**src/rtl/ula_sequencial_if.sv**
```systemverilog
// Start/done handshake and operand/result bundle for ula_sequencial.
interface ula_sequencial_if #(
   parameter int W = 8
);
   logic           Inicio;
   logic [W-1:0]   A;
   logic [W-1:0]   B;
   logic [3:0]     Sel_Op;
   logic [2*W-1:0] Resultado;
   logic           Maior;
   logic           Menor;
   logic           Igual;
   logic           Ocupado;
   logic           Pronto;
   logic           Erro;

   modport master (
      output Inicio, A, B, Sel_Op,
      input  Resultado, Maior, Menor, Igual, Ocupado, Pronto, Erro
   );

   modport slave (
      input  Inicio, A, B, Sel_Op,
      output Resultado, Maior, Menor, Igual, Ocupado, Pronto, Erro
   );
endinterface

```
**src/rtl/ula_sequencial.sv**
```systemverilog
// Multi-cycle W-bit ALU: iterative shift-add multiply, restoring divide.
// Define ULA_DIV_EN to build the divider; otherwise 0011/0100 are reserved.
module ula_sequencial #(
   parameter int W  = 8,
   parameter int CW = $clog2(W+1)
) (
   input logic          clk,
   input logic          rst,
   ula_sequencial_if.slave bus
);

   localparam logic [1:0] OCIOSO = 2'd0;
   localparam logic [1:0] CALC   = 2'd1;
   localparam logic [1:0] FIM    = 2'd2;

   localparam logic [3:0] OP_ADD  = 4'b0000;
   localparam logic [3:0] OP_SUB  = 4'b0001;
   localparam logic [3:0] OP_MUL  = 4'b0010;
   localparam logic [3:0] OP_AND  = 4'b0110;
   localparam logic [3:0] OP_OR   = 4'b0111;
   localparam logic [3:0] OP_NAND = 4'b1000;
   localparam logic [3:0] OP_NOR  = 4'b1001;
   localparam logic [3:0] OP_XOR  = 4'b1010;
   localparam logic [3:0] OP_NOT  = 4'b1011;
`ifdef ULA_DIV_EN
   localparam logic [3:0] OP_QUO  = 4'b0011;
   localparam logic [3:0] OP_REM  = 4'b0100;
`endif

   localparam logic [CW-1:0] CNT_W = CW'(W);

   logic [1:0]     state;
   logic [CW-1:0]  cnt;
   logic [W-1:0]   a_r;
   logic [W-1:0]   b_r;
   logic [3:0]     op_r;
   logic [2*W-1:0] acc;
   logic [2*W-1:0] res_r;
   logic           maior_r;
   logic           menor_r;
   logic           igual_r;
   logic           erro_r;

   logic           accept;
   logic           is_mul_in;
   logic           is_div_in;
   logic [W:0]     mul_sum;
   logic [2*W-1:0] acc_next;
   logic [2*W-1:0] final_res;
   logic           final_err;

   assign accept    = bus.Inicio && ((state == OCIOSO) || (state == FIM));
   assign is_mul_in = (bus.Sel_Op == OP_MUL);
`ifdef ULA_DIV_EN
   assign is_div_in = ((bus.Sel_Op == OP_QUO) || (bus.Sel_Op == OP_REM)) && (bus.B != '0);
`else
   assign is_div_in = 1'b0;
`endif

   // acc holds {upper, multiplier} for mul and {R, Q} for div
   assign mul_sum = {1'b0, acc[2*W-1:W]} + {1'b0, a_r};

`ifdef ULA_DIV_EN
   logic [W:0] div_shift;
   logic [W:0] div_trial;
   assign div_shift = {acc[2*W-1:W], acc[W-1]};
   assign div_trial = div_shift - {1'b0, b_r};
`endif

   always_comb begin
      acc_next = acc;
      if (op_r == OP_MUL) begin
         if (acc[0]) acc_next = {mul_sum, acc[W-1:1]};
         else        acc_next = {1'b0, acc[2*W-1:1]};
      end
`ifdef ULA_DIV_EN
      else begin
         if (!div_trial[W]) acc_next = {div_trial[W-1:0], acc[W-2:0], 1'b1};
         else               acc_next = {div_shift[W-1:0], acc[W-2:0], 1'b0};
      end
`endif
   end

   always_comb begin
      final_res = '0;
      final_err = 1'b0;
      case (op_r)
         OP_ADD:  final_res[W:0]   = {1'b0, a_r} + {1'b0, b_r};
         OP_SUB:  final_res[W:0]   = {1'b0, a_r} - {1'b0, b_r};
         OP_MUL:  final_res        = acc;
`ifdef ULA_DIV_EN
         OP_QUO: begin
            if (b_r == '0) begin
               final_res[W-1:0] = '1;
               final_err        = 1'b1;
            end else begin
               final_res[W-1:0] = acc[W-1:0];
            end
         end
         OP_REM: begin
            if (b_r == '0) begin
               final_res[W-1:0] = a_r;
               final_err        = 1'b1;
            end else begin
               final_res[W-1:0] = acc[2*W-1:W];
            end
         end
`endif
         OP_AND:  final_res[W-1:0] = a_r & b_r;
         OP_OR:   final_res[W-1:0] = a_r | b_r;
         OP_NAND: final_res[W-1:0] = ~(a_r & b_r);
         OP_NOR:  final_res[W-1:0] = ~(a_r | b_r);
         OP_XOR:  final_res[W-1:0] = a_r ^ b_r;
         OP_NOT:  final_res[W-1:0] = ~a_r;
         default: final_err        = 1'b1;
      endcase
   end

   // Single-cycle ops pass through CALC with a zero count so every op
   // writes its outputs from the latched operands one edge after the count expires.
   always_ff @(posedge clk or posedge rst) begin
      if (rst) begin
         state   <= OCIOSO;
         cnt     <= '0;
         a_r     <= '0;
         b_r     <= '0;
         op_r    <= '0;
         acc     <= '0;
         res_r   <= '0;
         maior_r <= 1'b0;
         menor_r <= 1'b0;
         igual_r <= 1'b0;
         erro_r  <= 1'b0;
      end else begin
         case (state)
            OCIOSO, FIM: begin
               if (accept) begin
                  a_r   <= bus.A;
                  b_r   <= bus.B;
                  op_r  <= bus.Sel_Op;
                  acc   <= is_div_in ? {{W{1'b0}}, bus.A} : {{W{1'b0}}, bus.B};
                  cnt   <= (is_mul_in || is_div_in) ? CNT_W : '0;
                  state <= CALC;
               end else begin
                  state <= OCIOSO;
               end
            end
            CALC: begin
               if (cnt != '0) begin
                  acc <= acc_next;
                  cnt <= cnt - 1'b1;
               end else begin
                  res_r   <= final_res;
                  erro_r  <= final_err;
                  maior_r <= (a_r > b_r);
                  menor_r <= (a_r < b_r);
                  igual_r <= (a_r == b_r);
                  state   <= FIM;
               end
            end
            default: state <= OCIOSO;
         endcase
      end
   end

   assign bus.Resultado = res_r;
   assign bus.Maior     = maior_r;
   assign bus.Menor     = menor_r;
   assign bus.Igual     = igual_r;
   assign bus.Erro      = erro_r;
   assign bus.Ocupado   = (state != OCIOSO);
   assign bus.Pronto    = (state == FIM);

endmodule

```
**src/flat_wrapper.sv**
```systemverilog
// flat-port wrapper written by rule: the top's interface ports become plain ports
module ula_sequencial_flat 
#(
   parameter int W  = 8,
   parameter int CW = $clog2(W+1)
)
  (clk, rst, bus_Inicio, bus_A, bus_B, bus_Sel_Op, bus_Resultado, bus_Maior, bus_Menor, bus_Igual, bus_Ocupado, bus_Pronto, bus_Erro);
  ula_sequencial_if #(.W(W)) bus_i ();
  input logic clk;
  input logic rst;
  input wire logic [$bits(bus_i.Inicio)-1:0] bus_Inicio;
  input wire logic [$bits(bus_i.A)-1:0] bus_A;
  input wire logic [$bits(bus_i.B)-1:0] bus_B;
  input wire logic [$bits(bus_i.Sel_Op)-1:0] bus_Sel_Op;
  output wire logic [$bits(bus_i.Resultado)-1:0] bus_Resultado;
  output wire logic [$bits(bus_i.Maior)-1:0] bus_Maior;
  output wire logic [$bits(bus_i.Menor)-1:0] bus_Menor;
  output wire logic [$bits(bus_i.Igual)-1:0] bus_Igual;
  output wire logic [$bits(bus_i.Ocupado)-1:0] bus_Ocupado;
  output wire logic [$bits(bus_i.Pronto)-1:0] bus_Pronto;
  output wire logic [$bits(bus_i.Erro)-1:0] bus_Erro;
  assign bus_i.Inicio = bus_Inicio;
  assign bus_i.A = bus_A;
  assign bus_i.B = bus_B;
  assign bus_i.Sel_Op = bus_Sel_Op;
  assign bus_Resultado = bus_i.Resultado;
  assign bus_Maior = bus_i.Maior;
  assign bus_Menor = bus_i.Menor;
  assign bus_Igual = bus_i.Igual;
  assign bus_Ocupado = bus_i.Ocupado;
  assign bus_Pronto = bus_i.Pronto;
  assign bus_Erro = bus_i.Erro;
  ula_sequencial #(.W(W), .CW(CW)) u_core (.clk(clk), .rst(rst), .bus(bus_i));
endmodule
```
**config.mk**
```make
export PLATFORM = sky130hd
export DESIGN_NAME = ula_sequencial_flat
export DESIGN_NICKNAME = d
export VERILOG_FILES = /design/src/rtl/ula_sequencial_if.sv /design/src/rtl/ula_sequencial.sv /design/src/flat_wrapper.sv
export SDC_FILE = /design/constraint.sdc
export NUM_CORES = 1
export LEC_CHECK = 0
export CAP_MARGIN = 20
export CORE_MARGIN = 3
export CORE_UTILIZATION = 50
export CTS_CLUSTER_SIZE = 30
export DETAILED_ROUTE_END_ITERATION = 10
export PLACE_DENSITY = 0.76
export REMOVE_ABC_BUFFERS = 1
export SETUP_SLACK_MARGIN = 0.02
export SYNTH_ARGS = -nofsm -noshare
export SYNTH_HDL_FRONTEND = slang
export SYNTH_SLANG_ARGS = --single-unit
```
**constraint.sdc**
```tcl
create_clock -name clk -period 2.6 [get_ports clk]
set_input_delay 0.52 -clock clk [delete_from_list [all_inputs] [get_ports clk]]
set_output_delay 0.52 -clock clk [all_outputs]
set_load 0.05 [all_outputs]
```
# After elaboration in Yosys (flattened, before gate mapping)
# Index checks and enable logic that the tools add are counted.
# Widths: inputs -> output; s select.
# word_totals
ff_bits,62
in_bits,23
out_inout_bits,22
elab_cells,69
# classes
add_sub_neg,4
order_cmp,2
n_eq_ne,16
muxes,16
bitwise,7
reduce_logical,13
# op_table
cell,count
$pmux 8 s9,1
$mux 16,4
$pmux 16 s2,1
$not 8->8,3
$add 8x8->9,2
$eq 4x4->1 const B,4
$mux 4,3
$reduce_or 9->1,1
$sub 8x8->9,1
$and 8x8->8,1
$eq 4x2->1 const B,2
$eq 4x3->1 const B,2
$eq 8x8->1,1
$gt 8x8->1,1
$lt 8x8->1,1
$or 8x8->8,1
$pmux 4 s2,1
$xor 8x8->8,1
$mux 7,1
$ne 2x1->1 const B,3
$eq 4x1->1 const B,1
$logic_not 4->1,1
$pmux 2 s2,1
$reduce_and 2->1,2
16 further kinds,18

# Logic depth before layout (Yosys ltp)
# Gate-level depths: netlist (run 1).
# depth
ltp_word,5
depth_mapped,9
depth_no_buf,9

# Worst setup path after synthesis (run 1)
# OpenSTA, ideal clock, no wires.
# synth_path
kind,register to register
from,register u_core.a_r[1]
to,register u_core.res_r[7] (netlist: u_core.bus.Resultado[7])
setup_time_ns,0.131
arrival_ns,2.231
required_ns,2.469
path_slack_ns,0.238
stages_incl_launch_ff,9
n_path_buf,0
path_cell_list,dfrtp_1 > inv_1 > ha_1 > a21o_2 > a22o_1 > or4_1 > a31oi_1 > mux2i_1 > or3_1
# synth_between
elab_chain_len,2
elab_cells_between_ends,3
# synth_rtl
element,line_no,rtl
"start, declared",ula_sequencial.sv:34,logic [W-1:0] a_r;
"start signal, assigned",ula_sequencial.sv:138,a_r <= bus.A;
$sub 8x8->9 or $add 8x8->9 (tied branches),"ula_sequencial.sv:89, ula_sequencial.sv:88",
$pmux 8 s9 (*),ula_sequencial.sv:87,case (op_r)
"end signal, assigned",ula_sequencial.sv:153,res_r <= final_res;
"end, declared",ula_sequencial.sv:38,logic [2*W-1:0] res_r;
# Every way passes the cells marked *; elsewhere a longest branch is shown, timed or not.
# A chain may end at the register's enable or synchronous reset.

# Final worst setup path (run 1)
# layout_path
from,register u_core.b_r[0]
to,register u_core.res_r[8] (netlist: u_core.bus.Resultado[8])
# layout_between
elab_chain_len,2
elab_cells_between_ends,3
# layout_rtl
element,line_no,rtl
"start, declared",ula_sequencial.sv:35,logic [W-1:0] b_r;
"start signal, assigned",ula_sequencial.sv:139,b_r <= bus.B;
$sub 8x8->9 or $add 8x8->9 (tied branches),"ula_sequencial.sv:89, ula_sequencial.sv:88",
$pmux 1 s3 (*),ula_sequencial.sv:87,
# Marks and branches as above.

==> flow_summary.json, run 1 <==
{
  "cts_root_buffer": "sky130_fd_sc_hd__clkbuf_8",
  "diodes": 0,
  "synth.ff_latch_count": 62,
  "initialDrtViolationCount": 309,
  "cts_resized": 0,
  "area_of_the_mapped_netlist_um2": 4260,
  "worst-r2r-cell-count": 8,
  "layout-area-overhead-vs-synth_pct": 19.8,
  "port-buffer-count": 44,
  "timing.hold.worst_endpoint": "u_core.bus.Igual",
  "seq_power_share_pct": 23.5,
  "timing_worst_setup_path_type": "reg -> reg",
  "synth_simple_gate_area_share_pct": 18.2,
  "cp_data_arrival_time_ps": 2700,
  "pwr-share-clk_pct": 12.1,
  "yosys_warnings": 0,
  "hold_path.startpoint": "u_core.bus.Igual",
  "critical_path.reg2reg.startpoint": "u_core.b_r[0]",
  "synth_seq_area_share_pct": 36.4,
  "grt_start_max_net_pins": 63,
  "yosys-mux-area-fraction_pct": 6.11,
  "clock-sinks": 62,
  "track_usage_pct": 25.3,
  "yosys.cell_count.top_type": "sky130_fd_sc_hd__nand2_1",
  "design.final.nets": 617,
  "hold_depth": 2,
  "synthCells": 505,
  "antenna_violating_nets_post_route": 0,
  "synthArstFlopShare_pct": 100,
  "die_width_um": 98.3,
  "final_core_util_pct": 61.8,
  "core.rowCount": 33,
  "min_period_ps": 2460,
  "start_util_pct": 51.6,
  "synth_largest_area_cell": "sky130_fd_sc_hd__dfrtp_1",
  "setup.worst_path.end_class": "register",
  "setup_viol": 0,
  "final-hold-violation-count": 0,
  "syn-mean-instance-area_um2": 8.44,
  "ir_drop_worst_case_vdd_mv": 0.675,
  "power_density_nw_per_um2": 1420,
  "post_drt_via_cell_ratio": 5.82,
  "power_report.internal_total_mw": 3.62,
  "postLayoutSetupSlackWorst_ps": 137,
  "yosys-top-cells-area": "sky130_fd_sc_hd__dfrtp_1, sky130_fd_sc_hd__ha_1, sky130_fd_sc_hd__nand2_1, sky130_fd_sc_hd__mux2i_1, sky130_fd_sc_hd__o21ai_1",
  "slew-limit-headroom_pct": 46.3,
  "timing_max_transition_violations_final": 0,
  "synth_commonest_cells": "sky130_fd_sc_hd__nand2_1, sky130_fd_sc_hd__dfrtp_1, sky130_fd_sc_hd__o21ai_1",
  "power.switching_mw": 3.62,
  "post-cts-setup-buffers": 0,
  "dpl_worst_slack_ps": 250,
  "hold_path.class": "reg -> reg",
  "globalRoute.totalOverflow": 0,
  "grt_first_pass_wirelength_mm": 19.4,
  "nFillCells": 744,
  "synth-xor-area-share_pct": 2.06,
  "clkSlewWorstSetupHoldPaths_ps": 80,
  "cts_hold_repair.buffers": 0,
  "core_um2": 8260,
  "dp_hpwl_mm": 8.83,
  "initial_antenna_violation_count": 1,
  "detailroute.via_count": 3888,
  "routabilityCongestion": 0.968,
  "ctsLongestPathBuffers": 2,
  "synth_top_flop_cell": "sky130_fd_sc_hd__dfrtp_1",
  "final.setup_skew_ps": 8.53,
  "synth_top_family_by_area": "compound AO/OA/AOI/OAI gates",
  "worst-path-max-fanout": 4,
  "fin_crit_sh_pct": 94.7,
  "tritoncts": "done",
  "avgRoutedWirePerCell_um": 17.4,
  "yosys.cell_types.count": 55,
  "setup.worst_path.start_class": "register",
  "synth-compound-area-share_pct": 20.7,
  "run_status": "complete, no violations",
  "switching_share_pct": 50.0,
  "crit_path_start": "u_core.b_r[0]",
  "synth-adder-area-share_pct": 11.1,
  "rr_endpoint": "u_core.bus.Resultado[8]",
  "max_cap_violations": 0,
  "cts_inserted_buffers": 9,
  "cts.htree.levels": 3,
  "clk_latency_ps": 360,
  "synth_enable_flop_cells": 0,
  "first_global_vias": 3768,
  "post-route-drc-count": 0,
  "wl_mm": 11.6,
  "firstDrtPassIters": 6,
  "fmax_mhz": 406,
  "regToRegSetupSlack_ps": 140,
  "drive_gt1_share_pct": 9.06,
  "critPathRequiredTime_ps": 2840,
  "die-area_um2": 9670,
  "max_slew.worst_pin.slew_ps": 798,
  "leakagePower_nw": 2.32,
  "synth_top_area_share_pct": 36.4,
  "rsz0062_at_grt": "false",
  "dieHeight_um": 98.3,
  "power_frac_comb_pct": 64.4,
  "i_o_pin_count": 45
}
-- power groups by stage --
stage               combinational [mW]  sequential [mW]  clock, mW
floorplan                         2.71             2.07          0
global placement                  4.52             1.69          0
detailed placement                4.58             1.72          0
CTS                               4.62             1.70      0.886
global route                      5.10             1.76      0.935
finish                            4.67             1.70      0.874
-- routing by layer --
layer,track usage [%],up-vias,routed length [um]
met1,34.2,1828,5080
met5,0,-,13
met3,5.21,33,868
met4,12.4,2,408
li1,-,1867,-
met2,38.7,158,5230
-- stage by stage --
| step | cells | area [um^2] | hold slack (ps) | setup TNS [ps] | total power [mW] |
|---|---|---|---|---|---|
| after global placement | 652 | 4910 | 463 | 0 | 6.21 |
| after floorplan | 478 | 4140 | 464 | -56.7 | 4.77 |
| after detailed placement | 652 | 4910 | 473 | 0 | 6.30 |
| final | 668 | 5110 | 483 | 0 | 7.24 |
| after CTS | 668 | 5110 | 494 | 0 | 7.21 |
| after global routing | 668 | 5110 | 525 | 0 | 7.79 |
-- how the worst max path moves through the flow --
stage,to
2_1_floorplan,u_core.acc[14]
3_3_place_gp,u_core.bus.Resultado[7]
3_5_place_dp,u_core.bus.Resultado[7]
4_1_cts,u_core.bus.Resultado[8]
5_1_grt,u_core.bus.Resultado[8]
6_report,u_core.bus.Resultado[8]
-- layout by cell type (no fill, tap or decap), types with 4 or more instances in the layout --
cell type and n:
sky130_fd_sc_hd__a211oi_1 6, sky130_fd_sc_hd__a21o_1 4, sky130_fd_sc_hd__a21oi_1 31, sky130_fd_sc_hd__a22o_1 4, sky130_fd_sc_hd__and2_1 4, sky130_fd_sc_hd__and3_1 4
sky130_fd_sc_hd__buf_4 24, sky130_fd_sc_hd__clkbuf_8 9, sky130_fd_sc_hd__clkdlybuf4s50_1 44, sky130_fd_sc_hd__clkinvlp_4 4, sky130_fd_sc_hd__dfrtp_1 62, sky130_fd_sc_hd__ha_1 33
sky130_fd_sc_hd__inv_1 26, sky130_fd_sc_hd__mux2i_1 26, sky130_fd_sc_hd__nand2_1 90, sky130_fd_sc_hd__nand2b_1 4, sky130_fd_sc_hd__nand3_1 7, sky130_fd_sc_hd__nor2_1 30
sky130_fd_sc_hd__nor2b_1 7, sky130_fd_sc_hd__nor3_1 8, sky130_fd_sc_hd__nor3b_1 4, sky130_fd_sc_hd__o211ai_1 4, sky130_fd_sc_hd__o21a_1 6, sky130_fd_sc_hd__o21ai_0 22
sky130_fd_sc_hd__o21ai_1 35, sky130_fd_sc_hd__o31ai_1 4, sky130_fd_sc_hd__xnor2_1 6, sky130_fd_sc_hd__xor2_1 4
-- critical path: stages, from the launching register on --
cell                       delay, ps
sky130_fd_sc_hd__dfrtp_1         410
sky130_fd_sc_hd__ha_1            280
sky130_fd_sc_hd__fa_1            490
sky130_fd_sc_hd__a211oi_1        220
sky130_fd_sc_hd__nor2_1          110
sky130_fd_sc_hd__nor3_1          280
sky130_fd_sc_hd__o31ai_1         130
sky130_fd_sc_hd__a311oi_1        300
sky130_fd_sc_hd__o22ai_1         110
-- flip-flops by register name, summed over array words and instances, names as in the netlist, 2 cells and up --
signal                count
u_core.b_r                8
u_core.cnt                4
u_core.a_r                8
u_core.state              2
u_core.acc               16
u_core.op_r               4
u_core.bus.Resultado     16
-- final cells by class --
cell class	count	area (um^2)	area share, %
Sequential cell	62	1550	30.4
Clock inverter	7	73.8	1.45
Inverter	28	105	2.06
Timing Repair Buffer	69	641	12.5
Tap cell	105	131	2.57
Clock buffer	9	124	2.43
Multi-Input combinational cell	388	2480	48.6
-- kinds of logic after synthesis --
group / count (synthesis)
AND/OR/NAND/NOR: 173
AO/OA/AOI/OAI: 143
flip-flops: 62
buffers and inverters: 55
adder cells (fa/ha/maj): 36
multiplexers: 26
XOR/XNOR: 10
No activity file was read; power rests on OpenSTA's default activity.
==> run 2: changes to the inputs <==
--- a/config.mk
+++ b/config.mk
@@ -10,6 +10,7 @@
 export CORE_UTILIZATION = 50
 export CTS_CLUSTER_SIZE = 30
 export DETAILED_ROUTE_END_ITERATION = 10
+export MAX_ROUTING_LAYER = met4
 export PLACE_DENSITY = 0.76
 export REMOVE_ABC_BUFFERS = 1
 export SETUP_SLACK_MARGIN = 0.02
==> run 2 against run 1 <==
Via count grew 1.1%. Global-route usage grew 1.0 points. Combinational power grew 1%. Sequential share of layout area shrank 0.15 points. Fmax grew 2.6%. Largest power group unchanged.
==> flow_summary.json, run 2 (synthesized netlist as in run 1, its figures left out) <==
{
  "slowest_stage_cell_on_the_critical_path": "sky130_fd_sc_hd__fa_1",
  "grt_use_met3_pct": 6.64,
  "power.switching_mw": 3.67,
  "place_area_um2": 4920,
  "post-cts-setup-buffers": 0,
  "hold_path.class": "reg -> reg",
  "run_status": "complete, no violations",
  "core_um2": 8260,
  "cts_root_buffer": "sky130_fd_sc_hd__clkbuf_8",
  "routabilityCongestion": 0.980,
  "hold_depth": 2,
  "groute.layer.met1.usage_pct": 35.9,
  "tns_ps": 0,
  "rsz0062_at_grt": "false",
  "grt_first_pass_wirelength_mm": 19.8,
  "worst-r2r-cell-count": 8,
  "cp_data_arrival_time_ps": 2630,
  "clock-sinks": 62,
  "timing.critical_path.slowest_cell_delay_ps": 500,
  "cts_hold_repair.buffers": 0,
  "dpl_worst_slack_ps": 231,
  "pwr-share-clk_pct": 12.5,
  "rr_endpoint": "u_core.bus.Resultado[8]",
  "design.final.nets": 617,
  "cts_inserted_buffers": 9,
  "cts.htree.levels": 3,
  "most-common-layout-cells": "sky130_fd_sc_hd__nand2_1, sky130_fd_sc_hd__dfrtp_1, sky130_fd_sc_hd__clkdlybuf4s50_1, sky130_fd_sc_hd__o21ai_1, sky130_fd_sc_hd__ha_1",
  "min_period_ps": 2400,
  "path_delay_family": "adder cells",
  "commonest_non_fill_non_tap_cell_in_the_layout": "sky130_fd_sc_hd__nand2_1",
  "dieHeight_um": 98.3,
  "track_usage_pct": 26.4,
  "start_util_pct": 51.6,
  "post-route-drc-count": 0,
  "setup_viol": 0,
  "tritoncts": "done",
  "max_slew.worst_pin.slew_ps": 574,
  "grt_start_max_net_pins": 43,
  "dp_hpwl_mm": 9.06,
  "worst-path-buf-inv": 0,
  "cts_resized": 0,
  "die_width_um": 98.3,
  "postLayoutSetupSlackWorst_ps": 199,
  "clk_latency_ps": 350,
  "firstDrtPassIters": 5,
  "setup.worst_path.start_class": "register",
  "slew-limit-headroom_pct": 61.4,
  "timing.hold.worst_endpoint": "u_core.bus.Igual",
  "initial_antenna_violation_count": 1,
  "power_density_nw_per_um2": 1430,
  "timing_max_transition_violations_final": 0,
  "max_cap_violations": 0,
  "final.setup_skew_ps": 10.8,
  "fmax_mhz": 417,
  "ir_drop_worst_case_vdd_mv": 0.735,
  "hold_path.startpoint": "u_core.bus.Igual",
  "path_cells": "ha_1 > fa_1 > a211oi_1 > nor2_1 > nor3_1 > o31ai_1 > a311oi_1 > o22ai_1",
  "setup.worst_path.end_class": "register",
  "worst-path-max-fanout": 4,
  "critPathRequiredTime_ps": 2830,
  "switching_share_pct": 50.0,
  "first_global_vias": 3780,
  "timing_worst_setup_path_type": "reg -> reg",
  "initialDrtViolationCount": 293,
  "footprint_of_the_multi_input_gates_um2": 2480,
  "regToRegSetupSlack_ps": 200,
  "globalRoute.totalOverflow": 0,
  "drive_gt1_share_pct": 9.06,
  "power_frac_comb_pct": 64.4,
  "port-buffer-count": 44,
  "nFillCells": 721,
  "die-area_um2": 9670,
  "avgRoutedWirePerCell_um": 17.9,
  "global_route.peak_usage_layer": "met2",
  "core.rowCount": 33,
  "power_report.internal_total_mw": 3.67,
  "layout-area-overhead-vs-synth_pct": 20.4,
  "final_cell_count_no_fill": 669,
  "final-hold-violation-count": 0,
  "clkSlewWorstSetupHoldPaths_ps": 80,
  "antenna_violating_nets_post_route": 0,
  "post_drt_via_cell_ratio": 5.88,
  "seq_power_share_pct": 23.1,
  "post-route-cell-area_um2": 5130,
  "critical_path.reg2reg.startpoint": "u_core.b_r[0]",
  "fin_crit_sh_pct": 92.3,
  "i_o_pin_count": 45,
  "met2_usage_pct": 38.4,
  "wl_mm": 11.9,
  "placedCellCount": 652,
  "ctsLongestPathBuffers": 2,
  "detailroute.via_count": 3931,
  "leakagePower_nw": 2.33,
  "seqCellArea_um2": 1550
}
## run 2: cell count changes in the layout (fill, tap and decap cells not counted), sizes merged
cell	previous run	this run
clkbuf	9	10
diode	0	1
clkinvlp	4	3
## run 2: routing by layer
| layer | wire length (um) | part of all wire [%] |
|---|---|---|
| met1 | 5490 | 46 |
| met5 | 0 | 0 |
| met3 | 756 | 6.3 |
| met4 | 368 | 3.1 |
| met2 | 5330 | 45 |
## run 2: worst register-to-register path, cell delays in order, from the launching register on
cell and delay, ps:
sky130_fd_sc_hd__dfrtp_1 410, sky130_fd_sc_hd__ha_1 280, sky130_fd_sc_hd__fa_1 500, sky130_fd_sc_hd__a211oi_1 240
sky130_fd_sc_hd__nor2_1 110, sky130_fd_sc_hd__nor3_1 230, sky130_fd_sc_hd__o31ai_1 110, sky130_fd_sc_hd__a311oi_1 290
sky130_fd_sc_hd__o22ai_1 110
## run 2: power by group through the flow
stage / Clock, mW / Sequential (mW) / Combinational, mW
after global placement: 0 / 1.68 / 4.58
after CTS: 0.927 / 1.69 / 4.65
after detailed placement: 0 / 1.71 / 4.62
after floorplan: 0 / 2.07 / 2.71
final: 0.919 / 1.69 / 4.73
after global routing: 0.979 / 1.75 / 5.14
## run 2: worst max path at each step
stage                        from                 endpoint  depth (start not counted)
global route        u_core.b_r[0]  u_core.bus.Resultado[8]                          8
global placement    u_core.a_r[1]  u_core.bus.Resultado[7]                          8
detailed placement  u_core.a_r[1]  u_core.bus.Resultado[7]                          8
floorplan              bus_Inicio           u_core.acc[14]                          3
CTS                 u_core.a_r[1]  u_core.bus.Resultado[7]                          8
finish              u_core.b_r[0]  u_core.bus.Resultado[8]                          8
## run 2: per-stage QoR
step                      util (%)  hold slack [ps]  power, mW
after floorplan                  -              464       4.77
after global placement        59.6              464       6.26
after detailed placement      59.6              467       6.33
after CTS                     62.1              486       7.27
after global routing          62.2              514       7.87
final                         62.2              482       7.34
## run 2: layout make-up
class,instances,share of cell area [%]
multi-input cells,388,48.3
flip-flops and latches,62,30.2
repair buffers,69,12.7
clock buffers,10,2.68
well taps,105,2.56
inverters,28,2.05
clock inverters,6,1.37
diodes,1,0.0488
